==> src/rtl/data_mem_arbiter_pkg.sv <==
// Shared definitions for the data-memory arbiter: bus widths, data-memory
// window and the 2-bit sequencer state encodings.
package data_mem_arbiter_pkg;

    localparam int ADDRESS_LEN     = 32;
    localparam int INSTRUCTION_LEN = 32;
    localparam int DMEM_BASE       = 1024;
    localparam int DMEM_BYTES      = 256;

    // Sequencer states (kept as plain 2-bit constants for legacy tools)
    localparam logic [1:0] ST_IDLE   = 2'b00;
    localparam logic [1:0] ST_ACCESS = 2'b01;
    localparam logic [1:0] ST_DONE   = 2'b10;

    // A word access needs the two low address bits clear
    function automatic logic word_aligned(input logic [1:0] low_bits);
        return (low_bits == 2'b00);
    endfunction

endpackage

==> src/rtl/data_mem_arbiter_rr_arbiter2.sv <==
// Two-requester round-robin picker. When both requesters are valid the one
// that did not win last time is chosen; a lone requester always wins.
module rr_arbiter2 (
    input  logic valid0,
    input  logic valid1,
    input  logic last_grant,
    output logic grant_any,
    output logic grant_idx
);

    // Combinational grant selection
    always_comb begin
        grant_any = valid0 | valid1;
        grant_idx = 1'b0;
        if (valid0 && valid1) begin
            grant_idx = ~last_grant;
        end else if (valid1) begin
            grant_idx = 1'b1;
        end else begin
            grant_idx = 1'b0;
        end
    end

endmodule

==> src/rtl/data_mem_arbiter.sv <==
// Two-port arbiter/sequencer in front of the single-ported data memory.
// Port 0 is the CPU MEM stage, port 1 the loader/debug master. Each granted
// access holds the memory strobes for WAIT_CYCLES cycles, then reports on the
// granted port with a one-cycle done pulse. Misaligned or out-of-window
// addresses are rejected without any memory strobe.
module data_mem_arbiter
    import data_mem_arbiter_pkg::*;
#(
    parameter int ADDR_W      = ADDRESS_LEN,
    parameter int DATA_W      = INSTRUCTION_LEN,
    parameter int BASE_ADDR   = DMEM_BASE,
    parameter int MEM_BYTES   = DMEM_BYTES,
    parameter int WAIT_CYCLES = 2
) (
    input  logic              clk,
    input  logic              rst,
    input  logic              req0_valid,
    input  logic              req0_we,
    input  logic [ADDR_W-1:0] req0_addr,
    input  logic [DATA_W-1:0] req0_wdata,
    output logic              req0_done,
    output logic              req0_err,
    output logic [DATA_W-1:0] req0_rdata,
    input  logic              req1_valid,
    input  logic              req1_we,
    input  logic [ADDR_W-1:0] req1_addr,
    input  logic [DATA_W-1:0] req1_wdata,
    output logic              req1_done,
    output logic              req1_err,
    output logic [DATA_W-1:0] req1_rdata,
    output logic [ADDR_W-1:0] mem_address,
    output logic [DATA_W-1:0] mem_write_data,
    output logic              mem_read,
    output logic              mem_write,
    input  logic [DATA_W-1:0] mem_read_data
);

    localparam int CNT_W = $clog2(WAIT_CYCLES + 1);
    localparam logic [CNT_W-1:0] CNT_LOAD = CNT_W'(WAIT_CYCLES - 1);
    localparam logic [CNT_W-1:0] CNT_ZERO = {CNT_W{1'b0}};
    localparam logic [CNT_W-1:0] CNT_ONE  = CNT_W'(1);
    // Window bounds carry one extra bit so BASE+SIZE cannot wrap
    localparam logic [ADDR_W:0] WIN_LO = (ADDR_W+1)'(BASE_ADDR);
    localparam logic [ADDR_W:0] WIN_HI = (ADDR_W+1)'(BASE_ADDR) + (ADDR_W+1)'(MEM_BYTES);

    logic              grant_any_s;
    logic              grant_idx_s;
    logic              cand_we_s;
    logic [ADDR_W-1:0] cand_addr_s;
    logic [DATA_W-1:0] cand_wdata_s;
    logic              cand_bad_s;
    logic              access_s;
    logic              last_beat_s;
    logic              reject_s;
    logic              enter_done_s;
    logic              done_port_s;

    logic [1:0]        state_r;
    logic              last_grant_r;
    logic              grant_r;
    logic              we_r;
    logic [ADDR_W-1:0] addr_r;
    logic [DATA_W-1:0] wdata_r;
    logic [CNT_W-1:0]  cnt_r;
    logic              done0_r;
    logic              err0_r;
    logic [DATA_W-1:0] rdata0_r;
    logic              done1_r;
    logic              err1_r;
    logic [DATA_W-1:0] rdata1_r;

    rr_arbiter2 u_rr (
        .valid0     (req0_valid),
        .valid1     (req1_valid),
        .last_grant (last_grant_r),
        .grant_any  (grant_any_s),
        .grant_idx  (grant_idx_s)
    );

    // Select the fields of the port the arbiter would grant and screen its address
    always_comb begin
        cand_we_s    = 1'b0;
        cand_addr_s  = {ADDR_W{1'b0}};
        cand_wdata_s = {DATA_W{1'b0}};
        if (grant_idx_s) begin
            cand_we_s    = req1_we;
            cand_addr_s  = req1_addr;
            cand_wdata_s = req1_wdata;
        end else begin
            cand_we_s    = req0_we;
            cand_addr_s  = req0_addr;
            cand_wdata_s = req0_wdata;
        end
        cand_bad_s = !word_aligned(cand_addr_s[1:0])
                   || ({1'b0, cand_addr_s} <  WIN_LO)
                   || ({1'b0, cand_addr_s} >= WIN_HI);
    end

    // Sequencer events: last access beat, rejection, and which port reports next
    always_comb begin
        access_s     = (state_r == ST_ACCESS);
        last_beat_s  = access_s && (cnt_r == CNT_ZERO);
        reject_s     = (state_r == ST_IDLE) && grant_any_s && cand_bad_s;
        enter_done_s = reject_s || last_beat_s;
        if (state_r == ST_IDLE) begin
            done_port_s = grant_idx_s;
        end else begin
            done_port_s = grant_r;
        end
    end

    // Memory strobes are decoded from state so a reset drops them at once
    always_comb begin
        mem_read       = 1'b0;
        mem_write      = 1'b0;
        mem_address    = {ADDR_W{1'b0}};
        mem_write_data = {DATA_W{1'b0}};
        if (access_s) begin
            mem_read       = !we_r;
            mem_write      = we_r && (cnt_r == CNT_ZERO);
            mem_address    = addr_r;
            mem_write_data = wdata_r;
        end else begin
            mem_read       = 1'b0;
            mem_write      = 1'b0;
            mem_address    = {ADDR_W{1'b0}};
            mem_write_data = {DATA_W{1'b0}};
        end
    end

    // Sequencer state, grant bookkeeping and latched request
    always_ff @(posedge clk or negedge rst) begin
        if (!rst) begin
            state_r      <= ST_IDLE;
            last_grant_r <= 1'b1;
            grant_r      <= 1'b0;
            we_r         <= 1'b0;
            addr_r       <= {ADDR_W{1'b0}};
            wdata_r      <= {DATA_W{1'b0}};
            cnt_r        <= CNT_ZERO;
        end else begin
            case (state_r)
                ST_IDLE: begin
                    if (grant_any_s) begin
                        grant_r      <= grant_idx_s;
                        last_grant_r <= grant_idx_s;
                        we_r         <= cand_we_s;
                        addr_r       <= cand_addr_s;
                        wdata_r      <= cand_wdata_s;
                        if (cand_bad_s) begin
                            state_r <= ST_DONE;
                            cnt_r   <= CNT_ZERO;
                        end else begin
                            state_r <= ST_ACCESS;
                            cnt_r   <= CNT_LOAD;
                        end
                    end else begin
                        state_r <= ST_IDLE;
                    end
                end
                ST_ACCESS: begin
                    if (cnt_r == CNT_ZERO) begin
                        state_r <= ST_DONE;
                    end else begin
                        cnt_r <= cnt_r - CNT_ONE;
                    end
                end
                ST_DONE: begin
                    state_r <= ST_IDLE;
                end
                default: begin
                    state_r <= ST_IDLE;
                end
            endcase
        end
    end

    // Per-port completion pulse, error flag and held read data
    always_ff @(posedge clk or negedge rst) begin
        if (!rst) begin
            done0_r  <= 1'b0;
            err0_r   <= 1'b0;
            rdata0_r <= {DATA_W{1'b0}};
            done1_r  <= 1'b0;
            err1_r   <= 1'b0;
            rdata1_r <= {DATA_W{1'b0}};
        end else begin
            done0_r <= enter_done_s && (done_port_s == 1'b0);
            err0_r  <= reject_s     && (done_port_s == 1'b0);
            done1_r <= enter_done_s && (done_port_s == 1'b1);
            err1_r  <= reject_s     && (done_port_s == 1'b1);
            if (last_beat_s && !we_r) begin
                if (grant_r) begin
                    rdata1_r <= mem_read_data;
                end else begin
                    rdata0_r <= mem_read_data;
                end
            end else begin
                rdata0_r <= rdata0_r;
                rdata1_r <= rdata1_r;
            end
        end
    end

    assign req0_done  = done0_r;
    assign req0_err   = err0_r;
    assign req0_rdata = rdata0_r;
    assign req1_done  = done1_r;
    assign req1_err   = err1_r;
    assign req1_rdata = rdata1_r;

endmodule
==> config.mk <==
export PLATFORM = sky130hd
export DESIGN_NAME = data_mem_arbiter
export DESIGN_NICKNAME = d
export VERILOG_FILES = /design/src/rtl/data_mem_arbiter_pkg.sv /design/src/rtl/data_mem_arbiter_rr_arbiter2.sv /design/src/rtl/data_mem_arbiter.sv
export SDC_FILE = /design/constraint.sdc
export NUM_CORES = 1
export LEC_CHECK = 0
export ABC_CLOCK_PERIOD_IN_PS = 5400
export BUFFER_PORTS_ARGS = -buffer_cell sky130_fd_sc_hd__buf_2
export CAP_MARGIN = 10
export CORE_MARGIN = 2
export CORE_UTILIZATION = 50
export DETAILED_ROUTE_END_ITERATION = 6
export GPL_TIMING_DRIVEN = 0
export PLACE_DENSITY = 0.94
export SLEW_MARGIN = 20
export SYNTH_ARGS = -nofsm -noshare
export SYNTH_HDL_FRONTEND = slang
export SYNTH_HIERARCHICAL = 1
export SYNTH_SLANG_ARGS = --single-unit
==> constraint.sdc <==
create_clock -name clk -period 5.4 [get_ports clk]
set_input_delay 1.08 -clock clk [delete_from_list [all_inputs] [get_ports clk]]
set_output_delay 1.08 -clock clk [all_outputs]
set_load 0.02 [all_outputs]
=== Yosys cells after proc, flatten, opt, wreduce, memory -nomap -nowiden ===
Index checks and enable logic that the tools add are counted.

* Register bits: 139
* Bits of input ports: 166
* Logic and storage cells: 65
* Output and inout port bits: 134

* Eq/ne operators: 4
* $add $sub $neg: 1
* Reduce and logical (&&, ||, !) cells: 23
* Muxes and demuxes: 18
* Bitwise logic cells: 4
* Order comparisons: 2

{| class="wikitable"
|+ Operators by type and width
! kind !! number
|-
| $mux W32 || 4
|-
| $ge A32 B11 Y1 const B || 1
|-
| $lt A32 B11 Y1 const B || 1
|-
| $logic_and A1 B1 Y1 || 10
|-
| $mux W2 || 5
|-
| $pmux W2 S2 || 2
|-
| $mux W1 || 7
|-
| $logic_not A2 Y1 || 3
|-
| $reduce_and A2 Y1 || 3
|-
| $ne A2 B2 Y1 const B || 2
|-
| $logic_or A1 B1 Y1 || 3
|-
| $not A1 Y1 || 3
|-
| $reduce_and A3 Y1 || 1
|-
| $eq A2 B1 Y1 const B || 1
|-
| $logic_not A1 Y1 || 2
|-
| $ne A2 B1 Y1 const B || 1
|-
| $reduce_bool A2 Y1 || 1
|-
| $sub A2 B1 Y2 const B || 1
|-
| $or A1 B1 Y1 || 1
|}

=== Longest topological paths before layout ===
* Depth after elaboration: 10
* Depth in mapped cells: 7
* Mapped depth without buffers: 6

=== Hierarchy ===
The synthesis kept the hierarchy.

{| class="wikitable"
|+ By module, submodules not included
! module !! cells each !! instances !! area an instance (um2) !! seq. area each (um2)
|-
| data_mem_arbiter || 554 || 1 || 6352.3 || 3479.6
|-
| rr_arbiter2 || 2 || 1 || 13.8 || 0.0
|}

=== Least setup slack after synthesis ===
OpenSTA, ideal clock, no wires.

* Path type: input to register
* Start: input port req1_valid
* End: register done1_r (netlist: req1_done)
* Data arrival time: 2.254 ns
* Path buffers: 1
* Stages: 6
* Setup slack: 3.015 ns
* Setup time: 0.131 ns
* Required time: 5.269 ns
* Cells stage by stage: a21boi_1 > buf_6 > or4b_1 > o22ai_2 > a31o_2 > a21oi_1

* Longest elaborated chain between the ends: 10
* Elaborated cells between the ends (all ways): 16

{| class="wikitable"
|+ Ends and longest elaborated chain
! element !! line !! source
|-
| from (decl) || data_mem_arbiter.sv:24 || <nowiki>input logic req1_valid,</nowiki>
|-
| branches (longest 9 deep; another with $lt A32 B11 Y1) || -- ||
|-
| $logic_and A1 B1 Y1 * || data_mem_arbiter.sv:190 || <nowiki>done1_r <= enter_done_s && (done_port_s == 1'b1);</nowiki>
|-
| to (signal assigned) || data_mem_arbiter.sv:190 ||
|-
| to (decl) || data_mem_arbiter.sv:68 || <nowiki>logic done1_r;</nowiki>
|}

Every way passes the cells marked *.
A chain may end at the register's enable or synchronous reset.

=== Worst setup path after layout ===
* Start: register state_r[1]
* End: output port mem_address[22]

* Longest elaborated chain between the ends: 2

{| class="wikitable"
|+ Ends and longest elaborated chain
! element !! line !! source
|-
| from (decl) || data_mem_arbiter.sv:58 || <nowiki>logic [1:0] state_r;</nowiki>
|-
| from (signal assigned) || data_mem_arbiter.sv:134 || <nowiki>state_r <= ST_IDLE;</nowiki>
|-
| from (signal assigned) || data_mem_arbiter.sv:151 || <nowiki>state_r <= ST_DONE;</nowiki>
|-
| from (signal assigned) || data_mem_arbiter.sv:154 || <nowiki>state_r <= ST_ACCESS;</nowiki>
|-
| $eq A2 B1 Y1 || data_mem_arbiter.sv:101 || <nowiki>access_s = (state_r == ST_ACCESS);</nowiki>
|-
| $mux W32 || data_mem_arbiter.sv:118 || <nowiki>if (access_s) begin</nowiki>
|-
| to (decl) || data_mem_arbiter.sv:31 || <nowiki>output logic [ADDR_W-1:0] mem_address,</nowiki>
|}

No other way between the ends.

==> metrics.cfg <==
[outcome]
status = completed

[sta]
final-hold-violation-count = 0
tightest_slew_ps = 541
whs_ps = 469
fin_tns_setup_ps = 0
fmax_mhz = 312
period_share_pct = 59.3
fin_skew_ps = 9.98
rsz0062_at_grt = false
report.final.slew_viol_count = 0
fin_ws_ps = 2200
post-route-min-period_ps = 3200
finalSetupViolations = 0
slew-limit-headroom_pct = 63.9

[drt]
drt_iter0_drc = 286
drt_wl_total_um = 18100
drc = 0
vias_per_cell = 5.14
drt-pass1-iter-count = 4
routedWlPerCell_um = 17.1
vias = 5449
route.antenna.remaining_nets = 0

[floorplanning]
die_area_um2 = 13700
core_area_um2 = 12500
initial_core_util_pct = 50.9
die_h_um = 117
rows = 41
fp.dieW_um = 117
io_pins = 300

[critical_path]
cp_max_fo = 10
required_ps = 4320
arrival_ps = 2120
r2r_slack_ps = 3350
crit_path_end_kind = output pin
crit_path_start_kind = flip-flop
path_class = flip-flop to output pin

[global_routing]
grt_pass1_wl_um = 26900
grtUsageTotal_pct = 26.4
grt_pass1_vias = 5408
antenna_found_initial = 0
grt_max_degree = 76
overflow = 0

[clock_network]
cts_inserted_buffers = 17
cts_tree = built
cts_sinks = 139
cts_max_level = 4
cts_resized = 0
post_cts_buffers = 0
cts_buffer_depth = 2
hold_buffers = 0
clock_latency_ps = 410
clk_pin_slew_ps = 60
root_buffer = clkbuf_16

[synth]
syn_area_per_cell_um2 = 11.4
ys_top_cells_by_area = dfrtp_1, mux2i_1, and2_1, mux2_2, mux2_1
netlist_area_um2 = 6370
yosys.area.top_type_share_pct = 54.2
synth_cells = 556
synth_seq_cells = 139
synth.net_count = 723
ys_seq_area_share_pct = 54.7
yosysTopAreaCell = dfrtp_1
ys.warnings.count = 6
ys_types = 36

[layout]
drive_above_1_share_pct = 43.4
design_area_um2 = 8690
insertedDiodeCount = 0
nNetsFinal = 1042
final_common_cell = buf_2
most-common-layout-cells = buf_2, dfrtp_1, nand2_1
syn_to_final_growth_pct = 36.5

[place]
port_buffers = 299
place_ws_ps = 2470
dpl_cell_area_um2 = 8120
hpwl_um = 14200
gp_congestion = 0.840

[power_and_ir_drop]
power_density_nw_per_um2 = 315
leakage_nw = 4.62
ir_drop_v = 0.000185

[job]
maxCapViolCount = 0

[hold_path]
hp-class = flip-flop to flip-flop

==> layout make-up <==
| cell class | instances | area [um2] |
|---|---|---|
| sequential | 139 | 3480 |
| inverter | 2 | 7.51 |
| multi-input combinational | 380 | 2710 |
| timing repair buffer | 300 | 1530 |
| tap | 172 | 215 |
| clock buffer | 19 | 433 |
| fill | 968 | 3830 |
| clock inverter | 13 | 143 |
| buffer | 35 | 170 |
==> synth_stat cells <==
cell type    n
dfrtp_1    138
nand2_1     72
mux2i_1     66
and2_1      65
o21ai_0     65
mux2_2      34
mux2_1      31
clkbuf_1    21
nor2_1      13
buf_2        7
buf_4        6
nor4_1       6
a21boi_1     2
a21o_1       2
a21oi_1      2
and3_1       2
inv_1        2
nand4_1      2
nor3_1       2
o31ai_1      2
a221oi_2     1
a31o_2       1
and2_0       1
and2b_1      1
buf_6        1
dfstp_2      1
ha_1         1
nand2b_1     1
nor2b_1      1
nor3_2       1
nor4b_2      1
nor4bb_1     1
o22ai_2      1
or2_1        1
or4_4        1
or4b_1       1
==> power by group <==
part           leakage [nW]  internal (mW)  switching, mW
Combinational          2.61          0.163          0.225
Sequential             1.74           1.17         0.0625
Clock                 0.266          0.681          0.443
Total                  4.62           2.01          0.730
==> path summary, 6_finish.rpt <==
kind,startpoint,cells past startpoint,to
worst max register to register,last_grant_r$_DFFE_PN1P_,6,wdata_r[29]$_DFFE_PN0P_
max in group asynchronous,rst,2,last_grant_r$_DFFE_PN1P_
worst min-delay path,wdata_r[28]$_DFFE_PN0P_,2,wdata_r[28]$_DFFE_PN0P_
min in group asynchronous,rst,1,wdata_r[10]$_DFFE_PN0P_
worst max-delay path,state_r[1]$_DFFE_PN0P_,5,mem_address[22]
worst min register to register,wdata_r[28]$_DFFE_PN0P_,2,wdata_r[28]$_DFFE_PN0P_
==> worst max-delay path, stage by stage, from the launching register on <==
cell      delay, ps
dfrtp_1         380
and2b_1         220
clkbuf_1        390
clkbuf_1        310
and2_1          230
buf_2           190
==> sequential cells by signal, indices dropped and copies added, names as in the netlist, 2 cells and up <==
name and cells:
addr_r 32, cnt_r 2, req0_rdata 32, req1_rdata 32, state_r 2, wdata_r 32
==> routing by layer <==
layer,wire (um),GRT usage [%],share of wire (%),vias to the layer above
met4,479,11.6,2.6,0
met1,6940,29.6,38,2609
li1,-,-,-,2571
met2,9290,46.6,51,231
met5,0,0,0,-
met3,1400,7.98,7.7,38
==> logic make-up (layout without fill, tap and decap cells) <==
logic type | count (synthesis) | count (layout) | share of synthesized area [%]
compound gates | 76 | 76 | 6.54
simple gates | 172 | 172 | 13.9
buf+inv | 37 | 369 | 2.79
mux | 131 | 131 | 21.9
flops | 139 | 139 | 54.7
fa+ha+maj | 1 | 1 | 0.197
==> through the flow <==
step	util, %	total power [mW]	instances
after floorplan	-	1.45	556
after global placement	64.5	1.61	1027
after detailed placement	64.8	1.64	1028
after CTS	69.4	2.77	1060
after global routing	69.4	2.87	1060
final	69.4	2.74	1060
(Power assumes the default switching activity.)
